$ cat config.mk
export PLATFORM = sky130hd
export DESIGN_NAME = alu_exec_unit
export DESIGN_NICKNAME = d
export VERILOG_FILES = /design/src/rtl/alu_exec_unit.sv
export SDC_FILE = /design/constraint.sdc
export NUM_CORES = 1
export LEC_CHECK = 0
export CORE_ASPECT_RATIO = 0.8
export CORE_UTILIZATION = 45
export DETAILED_ROUTE_END_ITERATION = 16
export SLEW_MARGIN = 20
export SYNTH_ARGS = -nofsm -noshare
export SYNTH_HDL_FRONTEND = slang
export SYNTH_SLANG_ARGS = --single-unit
$ cat constraint.sdc
create_clock -name clk -period 15.8 [get_ports clk]
set_input_delay 3.16 -clock clk [delete_from_list [all_inputs] [get_ports clk]]
set_output_delay 3.16 -clock clk [all_outputs]
set_load 0.005 [all_outputs]
$ cat src/rtl/alu_exec_unit.sv
// -----------------------------------------------------------------------------
// alu_exec_unit
//   MIPS execute stage. Decodes ALUOp/func, computes single-cycle operations in
//   one pass and runs MULT/MULTU/DIV/DIVU iteratively (one bit per cycle) into
//   the internal HI/LO pair. Valid/ready handshakes on both sides allow stalls.
//
// Ports
//   clk, rst              clock, asynchronous active-high reset
//   in_valid / in_ready   upstream handshake (transfer when both high)
//   alu_op, func, shamt   operation select and SLL shift amount
//   src_a, src_b          operands (captured at accept)
//   out_valid / out_ready downstream handshake (result held until accepted)
//   result, zero          registered result and its zero flag
//   overflow              signed overflow of R-type ADD/SUB
//   illegal               undecodable operation (result forced to 0)
//   busy                  iterative multiply/divide in progress
// -----------------------------------------------------------------------------
module alu_exec_unit #(
    parameter int WIDTH         = 32,
    parameter bit ENABLE_MULDIV = 1'b1
) (
    input  logic                     clk,
    input  logic                     rst,
    input  logic                     in_valid,
    output logic                     in_ready,
    input  logic [1:0]               alu_op,
    input  logic [5:0]               func,
    input  logic [$clog2(WIDTH)-1:0] shamt,
    input  logic [WIDTH-1:0]         src_a,
    input  logic [WIDTH-1:0]         src_b,
    output logic                     out_valid,
    input  logic                     out_ready,
    output logic [WIDTH-1:0]         result,
    output logic                     zero,
    output logic                     overflow,
    output logic                     illegal,
    output logic                     busy
);
    localparam int SHW = $clog2(WIDTH);
    // WIDTH is a power of two, so the last iteration index is all ones.
    localparam logic [SHW-1:0] CNT_LAST = '1;

    localparam logic [5:0] F_AND   = 6'b100100;
    localparam logic [5:0] F_OR    = 6'b100101;
    localparam logic [5:0] F_ADD   = 6'b100000;
    localparam logic [5:0] F_ADDU  = 6'b100001;
    localparam logic [5:0] F_SUB   = 6'b100010;
    localparam logic [5:0] F_SUBU  = 6'b100011;
    localparam logic [5:0] F_SLT   = 6'b101010;
    localparam logic [5:0] F_SLTU  = 6'b101011;
    localparam logic [5:0] F_SLL   = 6'b000000;
    localparam logic [5:0] F_MFHI  = 6'b010000;
    localparam logic [5:0] F_MFLO  = 6'b010010;
    localparam logic [5:0] F_MULT  = 6'b011000;
    localparam logic [5:0] F_MULTU = 6'b011001;
    localparam logic [5:0] F_DIV   = 6'b011010;
    localparam logic [5:0] F_DIVU  = 6'b011011;

    typedef enum logic [1:0] {
        S_IDLE = 2'd0,
        S_MUL  = 2'd1,
        S_DIV  = 2'd2
    } state_t;

    state_t           state_q, state_d;
    logic [SHW-1:0]   count_q, count_d;
    logic [WIDTH-1:0] hi_q, hi_d, lo_q, lo_d;
    // Iteration working registers: rem_q is the upper half (partial product /
    // partial remainder), quo_q the lower half (multiplier / quotient bits).
    logic [WIDTH-1:0] rem_q, rem_d, quo_q, quo_d;
    logic [WIDTH-1:0] b_q, b_d;         // operand magnitude (multiplicand / divisor)
    logic [WIDTH-1:0] a_q, a_d;         // raw dividend, returned as HI on divide by zero
    logic             neg_res_q, neg_res_d;  // negate product / quotient at the end
    logic             neg_rem_q, neg_rem_d;  // remainder takes the dividend's sign
    logic             divz_q, divz_d;

    logic             out_valid_q, out_valid_d;
    logic [WIDTH-1:0] result_q, result_d;
    logic             zero_q, zero_d;
    logic             ovf_q, ovf_d;
    logic             ill_q, ill_d;

    logic             accept;
    logic [WIDTH-1:0] sum, diff;
    logic [WIDTH-1:0] op_res;
    logic             op_ovf, op_ill, start_mul, start_div, op_signed;
    logic [WIDTH-1:0] mag_a, mag_b;

    logic [WIDTH:0]     mul_sum;
    logic [WIDTH-1:0]   mul_rem, mul_quo;
    logic [2*WIDTH-1:0] prod_mag, prod_fix;
    logic [WIDTH:0]     div_trial;
    logic               div_ge;
    logic [WIDTH-1:0]   div_sub, div_rem, div_quo, quo_fix, rem_fix;

    assign in_ready  = (state_q == S_IDLE) && (!out_valid_q || out_ready);
    assign accept    = in_valid && in_ready;
    assign busy      = (state_q != S_IDLE);
    assign out_valid = out_valid_q;
    assign result    = result_q;
    assign zero      = zero_q;
    assign overflow  = ovf_q;
    assign illegal   = ill_q;

    assign sum  = src_a + src_b;
    assign diff = src_a - src_b;

    // Operation decode for the cycle of acceptance.
    always_comb begin
        op_res    = '0;
        op_ovf    = 1'b0;
        op_ill    = 1'b0;
        start_mul = 1'b0;
        start_div = 1'b0;
        op_signed = 1'b0;
        case (alu_op)
            2'b00: op_res = sum;
            2'b01: op_res = diff;
            2'b10: begin
                case (func)
                    F_AND:  op_res = src_a & src_b;
                    F_OR:   op_res = src_a | src_b;
                    F_ADD: begin
                        op_res = sum;
                        op_ovf = (src_a[WIDTH-1] == src_b[WIDTH-1]) &&
                                 (sum[WIDTH-1] != src_a[WIDTH-1]);
                    end
                    F_ADDU: op_res = sum;
                    F_SUB: begin
                        op_res = diff;
                        op_ovf = (src_a[WIDTH-1] != src_b[WIDTH-1]) &&
                                 (diff[WIDTH-1] != src_a[WIDTH-1]);
                    end
                    F_SUBU: op_res = diff;
                    F_SLT:  op_res = {{(WIDTH-1){1'b0}}, $signed(src_a) < $signed(src_b)};
                    F_SLTU: op_res = {{(WIDTH-1){1'b0}}, src_a < src_b};
                    F_SLL:  op_res = src_b << shamt;
                    F_MFHI: begin
                        if (ENABLE_MULDIV) op_res = hi_q;
                        else               op_ill = 1'b1;
                    end
                    F_MFLO: begin
                        if (ENABLE_MULDIV) op_res = lo_q;
                        else               op_ill = 1'b1;
                    end
                    F_MULT, F_MULTU: begin
                        if (ENABLE_MULDIV) begin
                            start_mul = 1'b1;
                            op_signed = (func == F_MULT);
                        end else begin
                            op_ill = 1'b1;
                        end
                    end
                    F_DIV, F_DIVU: begin
                        if (ENABLE_MULDIV) begin
                            start_div = 1'b1;
                            op_signed = (func == F_DIV);
                        end else begin
                            op_ill = 1'b1;
                        end
                    end
                    default: op_ill = 1'b1;
                endcase
            end
            default: op_ill = 1'b1;
        endcase
    end

    // Signed operations run on magnitudes; the sign is restored at completion.
    assign mag_a = (op_signed && src_a[WIDTH-1]) ? -src_a : src_a;
    assign mag_b = (op_signed && src_b[WIDTH-1]) ? -src_b : src_b;

    // One shift-add multiply step: add multiplicand if the current multiplier
    // bit is set, then shift the whole {rem,quo} pair right by one.
    assign mul_sum  = {1'b0, rem_q} + (quo_q[0] ? {1'b0, b_q} : {(WIDTH+1){1'b0}});
    assign mul_rem  = mul_sum[WIDTH:1];
    assign mul_quo  = {mul_sum[0], quo_q[WIDTH-1:1]};
    assign prod_mag = {mul_rem, mul_quo};
    assign prod_fix = neg_res_q ? -prod_mag : prod_mag;

    // One restoring-division step: shift in the next dividend bit and subtract
    // the divisor when it fits. The difference is below the divisor, so WIDTH
    // bits hold it exactly.
    assign div_trial = {rem_q, quo_q[WIDTH-1]};
    assign div_ge    = (div_trial >= {1'b0, b_q});
    assign div_sub   = div_trial[WIDTH-1:0] - b_q;
    assign div_rem   = div_ge ? div_sub : div_trial[WIDTH-1:0];
    assign div_quo   = {quo_q[WIDTH-2:0], div_ge};
    assign quo_fix   = divz_q ? '1   : (neg_res_q ? -div_quo : div_quo);
    assign rem_fix   = divz_q ? a_q  : (neg_rem_q ? -div_rem : div_rem);

    always_comb begin
        state_d     = state_q;
        count_d     = count_q;
        hi_d        = hi_q;
        lo_d        = lo_q;
        rem_d       = rem_q;
        quo_d       = quo_q;
        b_d         = b_q;
        a_d         = a_q;
        neg_res_d   = neg_res_q;
        neg_rem_d   = neg_rem_q;
        divz_d      = divz_q;
        out_valid_d = out_valid_q;
        result_d    = result_q;
        zero_d      = zero_q;
        ovf_d       = ovf_q;
        ill_d       = ill_q;

        // Consumer took the current result; a new load below overrides this.
        if (out_ready) out_valid_d = 1'b0;

        case (state_q)
            S_IDLE: begin
                if (accept) begin
                    if (start_mul || start_div) begin
                        state_d   = start_mul ? S_MUL : S_DIV;
                        count_d   = '0;
                        rem_d     = '0;
                        quo_d     = mag_a;
                        b_d       = mag_b;
                        a_d       = src_a;
                        neg_res_d = op_signed && (src_a[WIDTH-1] ^ src_b[WIDTH-1]);
                        neg_rem_d = op_signed && src_a[WIDTH-1];
                        divz_d    = (src_b == '0);
                    end else begin
                        out_valid_d = 1'b1;
                        result_d    = op_res;
                        zero_d      = (op_res == '0);
                        ovf_d       = op_ovf;
                        ill_d       = op_ill;
                    end
                end
            end
            S_MUL: begin
                count_d = count_q + 1'b1;
                rem_d   = mul_rem;
                quo_d   = mul_quo;
                if (count_q == CNT_LAST) begin
                    state_d     = S_IDLE;
                    count_d     = '0;
                    hi_d        = prod_fix[2*WIDTH-1:WIDTH];
                    lo_d        = prod_fix[WIDTH-1:0];
                    out_valid_d = 1'b1;
                    result_d    = prod_fix[WIDTH-1:0];
                    zero_d      = (prod_fix[WIDTH-1:0] == '0);
                    ovf_d       = 1'b0;
                    ill_d       = 1'b0;
                end
            end
            S_DIV: begin
                count_d = count_q + 1'b1;
                rem_d   = div_rem;
                quo_d   = div_quo;
                if (count_q == CNT_LAST) begin
                    state_d     = S_IDLE;
                    count_d     = '0;
                    hi_d        = rem_fix;
                    lo_d        = quo_fix;
                    out_valid_d = 1'b1;
                    result_d    = quo_fix;
                    zero_d      = (quo_fix == '0);
                    ovf_d       = 1'b0;
                    ill_d       = 1'b0;
                end
            end
            default: state_d = S_IDLE;
        endcase
    end

    always_ff @(posedge clk or posedge rst) begin
        if (rst) begin
            state_q     <= S_IDLE;
            count_q     <= '0;
            hi_q        <= '0;
            lo_q        <= '0;
            rem_q       <= '0;
            quo_q       <= '0;
            b_q         <= '0;
            a_q         <= '0;
            neg_res_q   <= 1'b0;
            neg_rem_q   <= 1'b0;
            divz_q      <= 1'b0;
            out_valid_q <= 1'b0;
            result_q    <= '0;
            zero_q      <= 1'b0;
            ovf_q       <= 1'b0;
            ill_q       <= 1'b0;
        end else begin
            state_q     <= state_d;
            count_q     <= count_d;
            hi_q        <= hi_d;
            lo_q        <= lo_d;
            rem_q       <= rem_d;
            quo_q       <= quo_d;
            b_q         <= b_d;
            a_q         <= a_d;
            neg_res_q   <= neg_res_d;
            neg_rem_q   <= neg_rem_d;
            divz_q      <= divz_d;
            out_valid_q <= out_valid_d;
            result_q    <= result_d;
            zero_q      <= zero_d;
            ovf_q       <= ovf_d;
            ill_q       <= ill_d;
        end
    end

endmodule

Yosys cells after proc, flatten, opt, wreduce, memory -nomap -nowiden
Index checks and enable logic that the tools add are counted.
Storage, ports and cells
  register bits: 238
  bits of input ports: 81
  output and inout bits: 38
  logic and storage cells: 159
Cells by class
  $add $sub $neg: 10
  magnitude comparators: 3
  eq/ne operators: 29
  shift operators: 1
  mux-type cells: 62
  bitwise logic cells: 3
  reduce and logical (&&, ||, !) cells: 35
Operators by type and width (count)
  $mux W32: 18
  $pmux W32 S3: 4
  $pmux W32 S9: 1
  $logic_not A32 Y1: 4
  $neg A32 Y32: 4
  $pmux W32 S2: 2
  $lt A32 B32 Y1: 2
  $mux W64: 1
  $neg A64 Y64: 1
  $sub A32 B32 Y32: 2
  $eq A6 B6 Y1 const B: 8
  $eq A6 B5 Y1 const B: 6
  $add A32 B32 Y33: 1
  $ge A33 B32 Y1: 1
  $add A32 B32 Y32: 1
  $and A32 B32 Y32: 1
  $or A32 B32 Y32: 1
  $shl A32 B5 Y32: 1
  $mux W1: 20
  $mux W5: 3
  $reduce_and A3 Y1: 5
  $reduce_or A15 Y1: 1
  $pmux W1 S2: 6
  $reduce_or A2 Y1: 6
  other kinds (22): 43

Longest topological paths before layout
  depth in word-level cells: 9
  depth in mapped cells: 26
  depth with buffers taken out: 21

Worst setup path after synthesis
OpenSTA, ideal clock, no wires.
  kind: input port to flip-flop
  start point: input shamt[1]
  end point: register zero_q (netlist: zero)
  setup time: 65 ps
  arrival: 6852 ps
  path slack: 8883 ps
  cell stages on the path: 14
  path buffers: 5
  cells stage by stage: buf_2 -> buf_1 -> clkbuf_1 -> buf_1 -> buf_2 -> mux4_2 -> mux4_2 -> nand2_1 -> a31oi_1 -> a21oi_1 -> o21ai_0 -> or4_1 -> nor4_1 -> a211o_1
Between the ends
  word-level cells in the longest chain between the ends: 7
Ends and longest elaborated chain
  from (decl): RTL line 28  | input logic [$clog2(WIDTH)-1:0] shamt,
  $shl A32 B5 Y32: RTL line 137  | F_SLL: op_res = src_b << shamt;
  $pmux W32 S9: RTL line 120  | case (func)
  $pmux W32 S3: RTL line 116  | case (alu_op)
  $logic_not A32 Y1: RTL line 229  | zero_d = (op_res == '0);
  $mux W1: RTL line 216  | if (start_mul || start_div) begin
  $mux W1: RTL line 215  | if (accept) begin
  $pmux W1 S3: RTL line 213  | case (state_q)
  to (signal assigned): RTL line 303  | zero_q <= zero_d;
  to (decl): RTL line 79  | logic zero_q, zero_d;
Every way passes these cells. The select of a mux whose other input is x is not followed.
A chain may end at the register's enable or synchronous reset.

Final worst setup path
  start point: input src_b[12]
  end point: register zero_q (netlist: zero)
Between the ends
  word-level cells in the longest chain between the ends: 7
  elaborated cells on any way between the ends: 13
Ends and longest elaborated chain
  from (decl): RTL line 30  | input logic [WIDTH-1:0] src_b,
  $sub A32 B32 Y32, or another cell as far along: RTL line 106  | assign diff = src_a - src_b;
  $pmux W32 S9: RTL line 120
  $pmux W32 S3 (*): RTL line 116
  $logic_not A32 Y1 (*): RTL line 229
  $mux W1 (*): RTL line 216
  $mux W1 (*): RTL line 215
  $pmux W1 S3 (*): RTL line 213
Mark *: on every way between the ends. The rest lies on a longest branch, timed or not. The select of a mux whose other input is x is not followed.

==> summary.txt <==
status - finished, final reports clean
worst-margin pin slew - 1330 ps
met3 track demand over resource - 9.01%
clock input transition at the sequential cells of the worst setup and hold paths - 70 ps
Die Ht - 224 µm
I/O Buffers - 118
largest net degree at the start of global routing - 112
asr flop ratio synth - 100%
Synth area leader - dfrtp_1
Reg2Reg Depth - 20
most frequent cells after synthesis - nand2_1, o21ai_0, nor2_1, clkbuf_1, dfrtp_1
Min-Delay Path Class - reg2reg
Hold Slack - 473 ps
gr usage total - 39.9%
Root Buffer - clkbuf_16
register area share after synthesis - 21.4%
Total Neg Setup Slack - 0 ps
crit-path cells - clkdlybuf4s50_1, inv_1, ha_1, inv_1, a21oi_1, o211ai_1, a31oi_1, o211ai_1, a211oi_1, nor2_1, a2bb2oi_1, a22oi_1, or4_1, nor4_1, a211o_1
CTS tree - built
CP max FO - 11
final clock skew - 44.0 ps
normalized max-slew margin - 10.3%
Most Crowded Layer GR - met1
Chip Width - 280 µm
CTS Sinks - 238
Vias - 30,104
WHS Path Cells - 2
Max-cap violations - 0
DIE AREA - 0.0629 mm²
Psw - 2.26 mW
Setup Buffers After CTS - 0
DPL Wire Length - 101 mm
critical path's slowest cell - clkdlybuf4s50_1
Cells after Synth - 3,718
post-synth net total - 3,978
vias per std cell - 6.70
combinational fraction of design power - 62.9%
Critical Path Max Stage Delay - 1040 ps
layout cell share with drive strength beyond 1 - 7.61%
post-cts sizing count - 0
count of final hold-check violations - 0
Fmax achieved - 0.127 GHz
met1 Track Usage GR - 60.4%
Core Rows - 81
Max clock buf depth - 3
Nets - 3,903
sw frac - 52.4%
Routed WL - 128 mm
area occupied by multi-input gates - 0.0201 mm²
clk_lat worst skew - 600 ps
initial DRC count - 4,078
synth unique cells - 99
routed len/inst - 28.4 µm
power density cells - 142 mW/mm²
most frequent cell after synthesis - nand2_1
initial antenna violation count - 11
CP required - 16,340 ps
R2R setup slack - 8810 ps
internal power - 2.05 mW
peak supply drop - 98.5 µV
vias in the first global route - 27,022
cell area after synthesis - 0.0278 mm²
GR Util met2 - 55.0%
Final Slew Violations - 0
area grow syn2layout - 9.01%
WP data arrival - 8420 ps
first-pass GRT wire length - 187 mm
io pins - 119
core area - 0.0611 mm²
Tmin final - 7870 ps
number of fill cells - 6,234
number of synthesized flops with an enable pin - 0
Post-route DRC - 0
FF+latch count, synth - 238
final worst slack - 7930 ps
Hold Buf Count CTS - 0
final setup violation count - 0
GR Overflow Total - 0
share of the synthesized area in the top cell type - 21.4%
post-route ant nets - 0
Synth area leaders - dfrtp_1, ha_1, nand2_1
part of the power in registers - 21.5%
Placement Setup Slack - 7560 ps
yosys warns - 0
CTS buffer count - 28
register area - 0.00596 mm²
Avg Inst Size Synth - 7.49 µm²
ys flop type - dfrtp_1
RePlAce Congestion - 1.03
crit end category - flop
Initial Util - 45.6%
power share of the clock group - 15.6%
H-tree lvl count - 1
Lkg Pwr - 12.6 nW
DRT Pass-1 Iters - 7
critical path type - in2reg
Worst setup SP type - primary input
unrepaired setup endpoints after global routing - no
Final period util - 49.8%
[kinds of logic (layout without fill, tap and decap cells)]
group                    Yosys count  count (layout)  synth area share, %
buffers and inverters            467             413                 6.68
XOR/XNOR                         232             232                 7.30
AND/OR/NAND/NOR                 1261            1261                 21.1
multiplexers                     134             134                 6.57
adder cells (fa/ha/maj)          179             179                 8.15
flip-flops                       238             238                 21.4
other                              0               1                    0
AO/OA/AOI/OAI                   1207            1207                 28.8
[flip-flops by register name (all words and copies together), names as in the netlist]
signal     cells
illegal        1
divz_q         1
state_q        2
b_q           32
lo_q          32
result        32
a_q           32
count_q        5
overflow       1
out_valid      1
neg_rem_q      1
rem_q         32
neg_res_q      1
quo_q         32
hi_q          32
zero           1
[cell type report]
cell class | instances | share of cell area, %
Multi-Input combinational cell | 3013 | 66.2
Sequential cell | 238 | 19.6
Timing Repair Buffer | 181 | 5.42
Tap cell | 830 | 3.42
Clock buffer | 35 | 2.53
Inverter | 181 | 2.26
Clock inverter | 16 | 0.524
Antenna cell | 1 | 0.00824
[power by group through the flow]
stage / combinational [mW] / sequential, mW / clock, mW
6_report: 2.71 / 0.923 / 0.672
5_1_grt: 2.90 / 0.938 / 0.700
4_1_cts: 2.61 / 0.915 / 0.677
3_5_place_dp: 2.60 / 0.924 / 0
3_3_place_gp: 2.60 / 0.924 / 0
2_1_floorplan: 1.85 / 0.806 / 0
[cell usage in the layout (no fill, tap or decap), drive strengths merged, types with 50 or more instances in the layout]
cell and n:
a22oi 51, nand3 84, nor3 84, nor2 264, dfrtp 238, inv 179
xor2 73, xnor2 159, nor4 50, ha 175, buf 65, a21oi 207
o31ai 96, clkdlybuf4s50 116, nand2 531, o21ai 353, a221oi 59, mux2 51
[through the flow]
| step | total power [mW] | cells | area, µm² | util, % |
|---|---|---|---|---|
| floorplan | 2.66 | 3718 | 27800 | - |
| global placement | 3.52 | 4443 | 29400 | 48.1 |
| detailed placement | 3.52 | 4443 | 29400 | 48.1 |
| CTS | 4.20 | 4494 | 30300 | 49.7 |
| global route | 4.54 | 4494 | 30300 | 49.7 |
| finish | 4.30 | 4495 | 30400 | 49.7 |
[routing by layer]
metal / share of wire, % / up-vias
li1: - / 13473
met4: 3.7 / 4
met2: 40 / 1702
met1: 45 / 14705
met3: 11 / 220
met5: 0.026 / -
[worst paths after layout]
kind	from	to
worst max register to register	rem_q[1]$_DFFE_PP0P_	hi_q[26]$_DFFE_PP0P_
worst min-delay path	lo_q[17]$_DFFE_PP0P_	lo_q[17]$_DFFE_PP0P_
worst max-delay path	src_b[12]	zero$_DFFE_PP0P_
min in group asynchronous	rst	rem_q[28]$_DFFE_PP0P_
max in group asynchronous	rst	rem_q[4]$_DFFE_PP0P_
worst min register to register	lo_q[17]$_DFFE_PP0P_	lo_q[17]$_DFFE_PP0P_
[critical path: cells and delay by family]
family                   cells  cell delay (ps)
AO/OA/AOI/OAI                8             2330
adder cells (fa/ha/maj)      1              500
buffers and inverters        3             1380
AND/OR/NAND/NOR              3             1020
Note: power is estimated with default switching activity, not from simulation.
